--- config.mk ---
export PLATFORM = sky130hd
export DESIGN_NAME = jts18_vdp_mix
export DESIGN_NICKNAME = d
export VERILOG_FILES = /design/src/rtl/jts18_vdp_mix.sv
export SDC_FILE = /design/constraint.sdc
export NUM_CORES = 1
export LEC_CHECK = 0
export ABC_AREA = 1
export ABC_CLOCK_PERIOD_IN_PS = 2100
export BUFFER_PORTS_ARGS = -buffer_cell sky130_fd_sc_hd__buf_2
export CAP_MARGIN = 20
export CORE_UTILIZATION = 40
export DETAILED_ROUTE_END_ITERATION = 8
export GPL_ROUTABILITY_DRIVEN = 0
export PLACE_DENSITY_LB_ADDON = 0.15
export SYNTH_ARGS = -nofsm -noshare
export SYNTH_HDL_FRONTEND = slang
export SYNTH_SLANG_ARGS = --single-unit
--- constraint.sdc ---
create_clock -name clk -period 2.1 [get_ports clk]
set_input_delay 0.21 -clock clk [delete_from_list [all_inputs] [get_ports clk]]
set_output_delay 0.21 -clock clk [all_outputs]
set_load 0.02 [all_outputs]
--- src/rtl/jts18_vdp_mix.sv ---
// jts18_vdp_mix: final colour mixer between the System-16 palette and the VDP.
// Two-stage pixel pipeline (capture on pxl_cen, select one clk later with vdp_sel)
// plus a frame-synchronised latch for the CPU-written VDP priority code.
// Optional debug overrides are compiled in with the macro JTS18_MIXDBG_EN.
//
// state   | meaning
// --------+---------------------------------------------------------------
// IDLE    | vdp_prio is up to date, no CPU write waiting
// PENDING | a CPU write sits in shadow, applied at the next vblank start
module jts18_vdp_mix #(
  parameter logic [2:0]  PRIO_RST  = 3'd0,
  parameter logic [14:0] BLANK_RGB = 15'd0
) (
  input  logic        clk,
  input  logic        rst_n,
  input  logic        pxl_cen,
  input  logic [7:0]  debug_bus,
  input  logic        prio_we,
  input  logic [2:0]  prio_din,
  output logic [2:0]  vdp_prio,
  input  logic        vdp_en,
  input  logic        vdp_sel,
  input  logic [14:0] s16_rgb,
  input  logic [8:0]  vdp_rgb,
  input  logic        hs,
  input  logic        vs,
  input  logic        lhbl,
  input  logic        lvbl,
  output logic [4:0]  red,
  output logic [4:0]  green,
  output logic [4:0]  blue,
  output logic        hs_o,
  output logic        vs_o,
  output logic        lhbl_o,
  output logic        lvbl_o
);

  typedef enum logic {IDLE = 1'b0, PENDING = 1'b1} prio_st_t;

  logic [14:0] s16_a;
  logic [8:0]  vdp_a;
  logic        hs_a, vs_a, lhbl_a, lvbl_a;
  logic        cen_d;

  logic        blank;
  logic        use_vdp;
  logic [14:0] vdp_exp;
  logic [14:0] rgb_nx;

  prio_st_t    st, st_nx;
  logic [2:0]  shadow, shadow_nx;
  logic [2:0]  prio_nx;
  logic        lvbl_l;
  logic        vb_start;
  logic        prio_bypass;

  // 3-bit channel to 5 bits by repeating the top bits into the LSBs
  function automatic logic [4:0] expand(input logic [2:0] c);
    return {c, c[2:1]};
  endfunction

`ifdef JTS18_MIXDBG_EN
  assign use_vdp     = !debug_bus[0] && (debug_bus[1] || (vdp_en && vdp_sel));
  assign prio_bypass = debug_bus[7];
`else
  logic unused_dbg;
  assign unused_dbg  = ^debug_bus;
  assign use_vdp     = vdp_en && vdp_sel;
  assign prio_bypass = 1'b0;
`endif

  assign blank    = !(lhbl_a && lvbl_a);
  assign vdp_exp  = {expand(vdp_a[8:6]), expand(vdp_a[5:3]), expand(vdp_a[2:0])};
  assign vb_start = lvbl_l && !lvbl;

  // Colour selection for the pixel held in stage A
  always_comb begin
    rgb_nx = s16_a;
    if (blank)        rgb_nx = BLANK_RGB;
    else if (use_vdp) rgb_nx = vdp_exp;
  end

  // Stage A: capture the pixel and its sync/blank on the pixel enable
  always_ff @(posedge clk or negedge rst_n) begin
    if (!rst_n) begin
      s16_a  <= '0;
      vdp_a  <= '0;
      hs_a   <= 1'b0;
      vs_a   <= 1'b0;
      lhbl_a <= 1'b0;
      lvbl_a <= 1'b0;
      cen_d  <= 1'b0;
    end else begin
      cen_d <= pxl_cen;
      if (pxl_cen) begin
        s16_a  <= s16_rgb;
        vdp_a  <= vdp_rgb;
        hs_a   <= hs;
        vs_a   <= vs;
        lhbl_a <= lhbl;
        lvbl_a <= lvbl;
      end
    end
  end

  // Stage B: one clk after capture, when vdp_sel describes the captured pixel
  always_ff @(posedge clk or negedge rst_n) begin
    if (!rst_n) begin
      red    <= '0;
      green  <= '0;
      blue   <= '0;
      hs_o   <= 1'b0;
      vs_o   <= 1'b0;
      lhbl_o <= 1'b0;
      lvbl_o <= 1'b0;
    end else if (cen_d) begin
      {red, green, blue} <= rgb_nx;
      hs_o   <= hs_a;
      vs_o   <= vs_a;
      lhbl_o <= lhbl_a;
      lvbl_o <= lvbl_a;
    end
  end

  // Priority latch registers and vblank edge history
  always_ff @(posedge clk or negedge rst_n) begin
    if (!rst_n) begin
      st       <= IDLE;
      shadow   <= PRIO_RST;
      vdp_prio <= PRIO_RST;
      lvbl_l   <= 1'b0;
    end else begin
      st       <= st_nx;
      shadow   <= shadow_nx;
      vdp_prio <= prio_nx;
      lvbl_l   <= lvbl;
    end
  end

  // Priority latch next state: a write on the vblank edge itself goes straight through
  always_comb begin
    st_nx     = st;
    shadow_nx = shadow;
    prio_nx   = vdp_prio;
    if (prio_we && (vb_start || prio_bypass)) begin
      prio_nx = prio_din;
      st_nx   = IDLE;
    end else if (prio_we) begin
      shadow_nx = prio_din;
      st_nx     = PENDING;
    end else if (vb_start && st == PENDING) begin
      prio_nx = shadow;
      st_nx   = IDLE;
    end
  end

endmodule

### Yosys cells after proc, flatten, opt, wreduce, memory -nomap -nowiden

Cells that the tools add are included.

| word-level totals | value |
|---|---|
| memory bits (writable) | 0 |
| bits in latches | 0 |
| memory bits (read-only) | 0 |
| memories | 0 |
| bits in registers | 56 |
| word-level logic and storage cells | 38 |
| output and inout port bits | 22 |
| bits of input ports | 45 |

| cells by class | value |
|---|---|
| divide/modulo/power cells | 0 |
| $add $sub $neg | 0 |
| muxes and demuxes | 8 |
| magnitude comparators | 0 |
| multiply operators | 0 |
| reduce and logical (&&, ||, !) cells | 10 |
| bitwise operators | 1 |
| equality and inequality tests | 1 |
| shift-type cells | 0 |

Operator list:

| cell | count |
|---|---|
| $mux 15 | 2 |
| $mux 3 | 3 |
| $logic_and 1x1->1 | 5 |
| $reduce_and 2->1 | 2 |
| $mux 1 | 3 |
| $reduce_bool 3->1 | 1 |
| $ne 2x1->1 const B | 1 |
| $reduce_bool 2->1 | 1 |
| $logic_not 1->1 | 1 |
| $not 1->1 | 1 |

### Depth between registers and ports, before layout

| depth | value |
|---|---|
| word-level depth | 6 |
| depth in mapped cells | 6 |
| depth with buffers taken out | 6 |

### Least setup slack after synthesis

No wires, ideal clock.

| timing | value |
|---|---|
| path kind | reg2reg |
| start | reg cen_d |
| end | reg blue[0] |
| data required time | 1.984 ns |
| arrival | 0.771 ns |
| library setup time | 0.116 ns |
| period minus slack after synthesis | 0.887 ns |
| path buffers | 1 |
| cell stages (with the launch flop) | 6 |
| slack | 1.213 ns |
| path through | dfrtp_1 nand2_1 nor2_4 buf_4 nand2_1 nand2_1 |

RTL lines:

| what | RTL line | text |
|---|---|---|
| start: declaration | 43 | `logic cen_d;` |
| start signal: assignment | 94 | `cen_d <= pxl_cen;` |
| end signal: assignment | 117 | `{red, green, blue} <= rgb_nx;` |
| end: declaration | 31 | `output logic [4:0] blue,` |

### Worst setup path after layout

| timing | value |
|---|---|
| start | reg cen_d |
| end | reg vs_o |

RTL lines:

| what | RTL line | text |
|---|---|---|
| end signal: assignment | 119 | `vs_o <= vs_a;` |
| end: declaration | 33 | `output logic vs_o,` |

No word-level cell between the ends.

==> run_summary.xml <==
<?xml version="1.0" encoding="UTF-8"?>
<metrics>
  <group name="outcome">
    <metric name="status" unit="">complete, no violations</metric>
  </group>
  <group name="floorplanning">
    <metric name="floorplan.die_area" unit="um2">6020</metric>
    <metric name="placement_rows" unit="">27</metric>
    <metric name="pin_count" unit="">67</metric>
    <metric name="chipWidth" unit="um">77.6</metric>
    <metric name="start_util" unit="%">41.5</metric>
    <metric name="die-height" unit="um">77.6</metric>
    <metric name="coreArea" unit="um2">5510</metric>
  </group>
  <group name="route">
    <metric name="routed_via_density" unit="">4.57</metric>
    <metric name="route.vias.total" unit="">1709</metric>
    <metric name="drt-initial-drc-count" unit="">68</metric>
    <metric name="route.final.wire_length" unit="um">4370</metric>
    <metric name="ant_nets" unit="">0</metric>
    <metric name="dr.max_layer_used" unit="">met4</metric>
    <metric name="drt-wirelength-per-cell" unit="um">11.7</metric>
    <metric name="route.met3.wl" unit="um">195</metric>
    <metric name="drt_drc_violations_left" unit="">0</metric>
    <metric name="routed-wl-met2" unit="um">1850</metric>
    <metric name="dr.pass1.iters" unit="">4</metric>
    <metric name="drt-met1-wl" unit="um">2260</metric>
  </group>
  <group name="timing">
    <metric name="clock-skew-final" unit="ps">7.46</metric>
    <metric name="finalHoldViolations" unit="">0</metric>
    <metric name="totalNegativeSetupSlack" unit="ps">0</metric>
    <metric name="final.hold.worst_slack" unit="ps">32.4</metric>
    <metric name="grt_setup_unrepaired" unit="">no</metric>
    <metric name="slew_violations" unit="">0</metric>
    <metric name="period_minus_slack" unit="ps">1200</metric>
    <metric name="max_slew.worst_pin.slew" unit="ps">664</metric>
    <metric name="max_slew_margin" unit="%">55.7</metric>
    <metric name="achievable-frequency" unit="GHz">0.837</metric>
    <metric name="timing.final.setup_violations" unit="">0</metric>
    <metric name="fraction_of_the_cycle_the_final_worst_path_needs" unit="%">56.9</metric>
  </group>
  <group name="clock_tree">
    <metric name="clk_pin_slew" unit="ps">100</metric>
    <metric name="max-clock-path-buffers" unit="">2</metric>
    <metric name="htree_num_levels" unit="">2</metric>
    <metric name="post-cts-setup-buffer-count" unit="">0</metric>
    <metric name="cts_root_buffer" unit="">sky130_fd_sc_hd__clkbuf_8</metric>
    <metric name="clk_latency" unit="ps">300</metric>
    <metric name="cts_buf_count" unit="">5</metric>
    <metric name="cts_sinks" unit="">56</metric>
    <metric name="cts_tree" unit="">built</metric>
  </group>
  <group name="critical_path">
    <metric name="reg2reg_from" unit="">cen_d</metric>
    <metric name="regToRegEndpoint" unit="">vs_o</metric>
    <metric name="setup.worst_path.class" unit="">reg2reg</metric>
    <metric name="reg2reg_setup_slack" unit="ps">900</metric>
    <metric name="worstSetupStartpoint" unit="">cen_d</metric>
    <metric name="worstPathMaxFanout" unit="">22</metric>
    <metric name="worst_ep_required_time" unit="ps">2270</metric>
    <metric name="worst-r2r-cell-count" unit="">2</metric>
    <metric name="setup.worst_path.end_class" unit="">flip-flop</metric>
    <metric name="worstSetupStartpointType" unit="">flip-flop</metric>
    <metric name="arrival_time_of_the_worst_setup_path" unit="ps">1360</metric>
  </group>
  <group name="worst_hold_path">
    <metric name="hold_start" unit="">lvbl</metric>
    <metric name="worstHoldPathType" unit="">in2reg</metric>
    <metric name="timing.hold.worst_endpoint" unit="">lvbl_l</metric>
    <metric name="hold-path-cell-count" unit="">1</metric>
  </group>
  <group name="layout">
    <metric name="utilization" unit="%">50.0</metric>
    <metric name="drive_gt1_share" unit="%">28.5</metric>
    <metric name="n_fill_cell" unit="">528</metric>
    <metric name="finish.net_count" unit="">346</metric>
    <metric name="area.growth.synth_to_final" unit="%">20.5</metric>
    <metric name="final_common_cell" unit="">sky130_fd_sc_hd__nand2_1</metric>
    <metric name="design_area" unit="um2">2760</metric>
    <metric name="final_cell_mix" unit="">95 x sky130_fd_sc_hd__nand2_1, 58 x sky130_fd_sc_hd__buf_2, 56 x sky130_fd_sc_hd__dfrtp_1</metric>
    <metric name="antenna-diode-count" unit="">0</metric>
  </group>
  <group name="grt">
    <metric name="maximum_number_of_pins_on_one_net_before_global_route_repair" unit="">35</metric>
    <metric name="grt_antenna_before_repair" unit="">0</metric>
    <metric name="grtUsageTotal" unit="%">16.5</metric>
    <metric name="grt_pass1_vias" unit="">1632</metric>
    <metric name="grt_pass1_wl" unit="um">7670</metric>
    <metric name="grt.overflow.total" unit="">0</metric>
  </group>
  <group name="logic_synthesis">
    <metric name="netlist.area_leader.share" unit="%">61.3</metric>
    <metric name="fraction_of_the_mapped_netlist_area_in_compound_gates" unit="%">7.99</metric>
    <metric name="synth.mux.area_fraction" unit="%">7.39</metric>
    <metric name="synth-seq-cells" unit="">56</metric>
    <metric name="post_synth_fa_ha_maj_area_fraction" unit="%">0</metric>
    <metric name="post_synth_xor_area_fraction" unit="%">0</metric>
    <metric name="synth_area" unit="um2">2290</metric>
    <metric name="post_synth_and_or_nand_nor_area_fraction" unit="%">17.6</metric>
    <metric name="synthesized_netlist_cell_count" unit="">241</metric>
    <metric name="main_combinational_cell_family_by_area_after_synthesis" unit="">simple AND/OR/NAND/NOR gates</metric>
    <metric name="synth_cell_type_count" unit="">11</metric>
    <metric name="synth.avg_cell_area" unit="um2">9.49</metric>
    <metric name="synth_area_leader_cell" unit="">sky130_fd_sc_hd__dfrtp_1</metric>
    <metric name="yosysSeqAreaShare" unit="%">61.3</metric>
    <metric name="synthesis.nets" unit="">286</metric>
    <metric name="ys_warn_count" unit="">0</metric>
    <metric name="netlist_top_cells_area" unit="">sky130_fd_sc_hd__dfrtp_1 61%, sky130_fd_sc_hd__nand2_1 16%, sky130_fd_sc_hd__mux2_2 7.4%</metric>
  </group>
  <group name="placed_design">
    <metric name="detailed_place.area" unit="um2">2650</metric>
    <metric name="dp.final_hpwl" unit="um">3040</metric>
    <metric name="port_buffers" unit="">58</metric>
  </group>
  <group name="power">
    <metric name="ir_worst_vdd" unit="V">0.000314</metric>
    <metric name="power_density" unit="nW/um2">788</metric>
    <metric name="power.leakage" unit="nW">1.50</metric>
  </group>
  <group name="run">
    <metric name="timing.max_cap.violations" unit="">0</metric>
  </group>
</metrics>
cell usage after synthesis:
cell	n
sky130_fd_sc_hd__nand2_1	95
sky130_fd_sc_hd__dfrtp_1	56
sky130_fd_sc_hd__o21ai_0	30
sky130_fd_sc_hd__inv_1	20
sky130_fd_sc_hd__mux2_2	15
sky130_fd_sc_hd__nor2_1	9
sky130_fd_sc_hd__buf_2	7
sky130_fd_sc_hd__buf_4	3
sky130_fd_sc_hd__o211ai_1	3
sky130_fd_sc_hd__a21oi_1	2
sky130_fd_sc_hd__nor2_4	1
flip-flops by register name (all words and copies together) (netlist names):
name      flops
shadow        3
vdp_a         9
st            1
vs_o          1
lvbl_a        1
hs_o          1
hs_a          1
lhbl_o        1
s16_a        15
blue          5
green         5
red           5
vs_a          1
lhbl_a        1
lvbl_l        1
vdp_prio      3
cen_d         1
lvbl_o        1
kinds of logic after synthesis:
logic type / after synthesis
multiplexers: 15
AO/OA/AOI/OAI: 35
buffers and inverters: 30
AND/OR/NAND/NOR: 105
flip-flops: 56
metrics by stage:
step                      total power [mW]  setup WS, ps  instances
after floorplan                       1.46          1210        241
after global placement                1.59           768        365
after detailed placement              1.60           752        365
after CTS                             2.21           898        374
after global routing                  2.31           744        374
final                                 2.17           905        374
what timing repair did:
item / in CTS / in global routing
hold endpoints to repair: 22 / 0
setup endpoints to repair: 0 / 0
resized for setup: 0 / 0
hold buffers: 1 / 0
critical path: stages, from the launching register on:
cell                      delay (ps)
sky130_fd_sc_hd__dfrtp_1         380
sky130_fd_sc_hd__inv_1           490
sky130_fd_sc_hd__o21ai_0         180
worst max path at each step:
| stage | endpoint | slack (ps) |
|---|---|---|
| 4_1_cts | vs_o | 900 |
| 2_1_floorplan | blue[0] | 1210 |
| 5_1_grt | vs_o | 740 |
| 6_report | vs_o | 900 |
| 3_5_place_dp | blue[1] | 750 |
| 3_3_place_gp | blue[0] | 770 |
per-layer routing:
layer | vias to the layer above | track usage, %
li1 | 876 | -
met1 | 793 | 23.6
met2 | 33 | 23.7
met3 | 7 | 4.71
met4 | 0 | 6.23
met5 | - | 0
where the power goes:
group	internal, mW	switching, mW
registers	1.18	0.0488
clock network	0.264	0.336
logic	0.134	0.206
final cells by class:
class	instances	area [um2]	share of cell area (%)
sequential	56	1400	50.9
inverter	20	75.1	2.72
multi-input combinational	155	753	27.3
timing repair buffer	63	343	12.4
tap	72	90.1	3.27
clock buffer	6	82.6	3.00
clock inverter	2	10.0	0.363
Power figures use the tool's default switching activity.
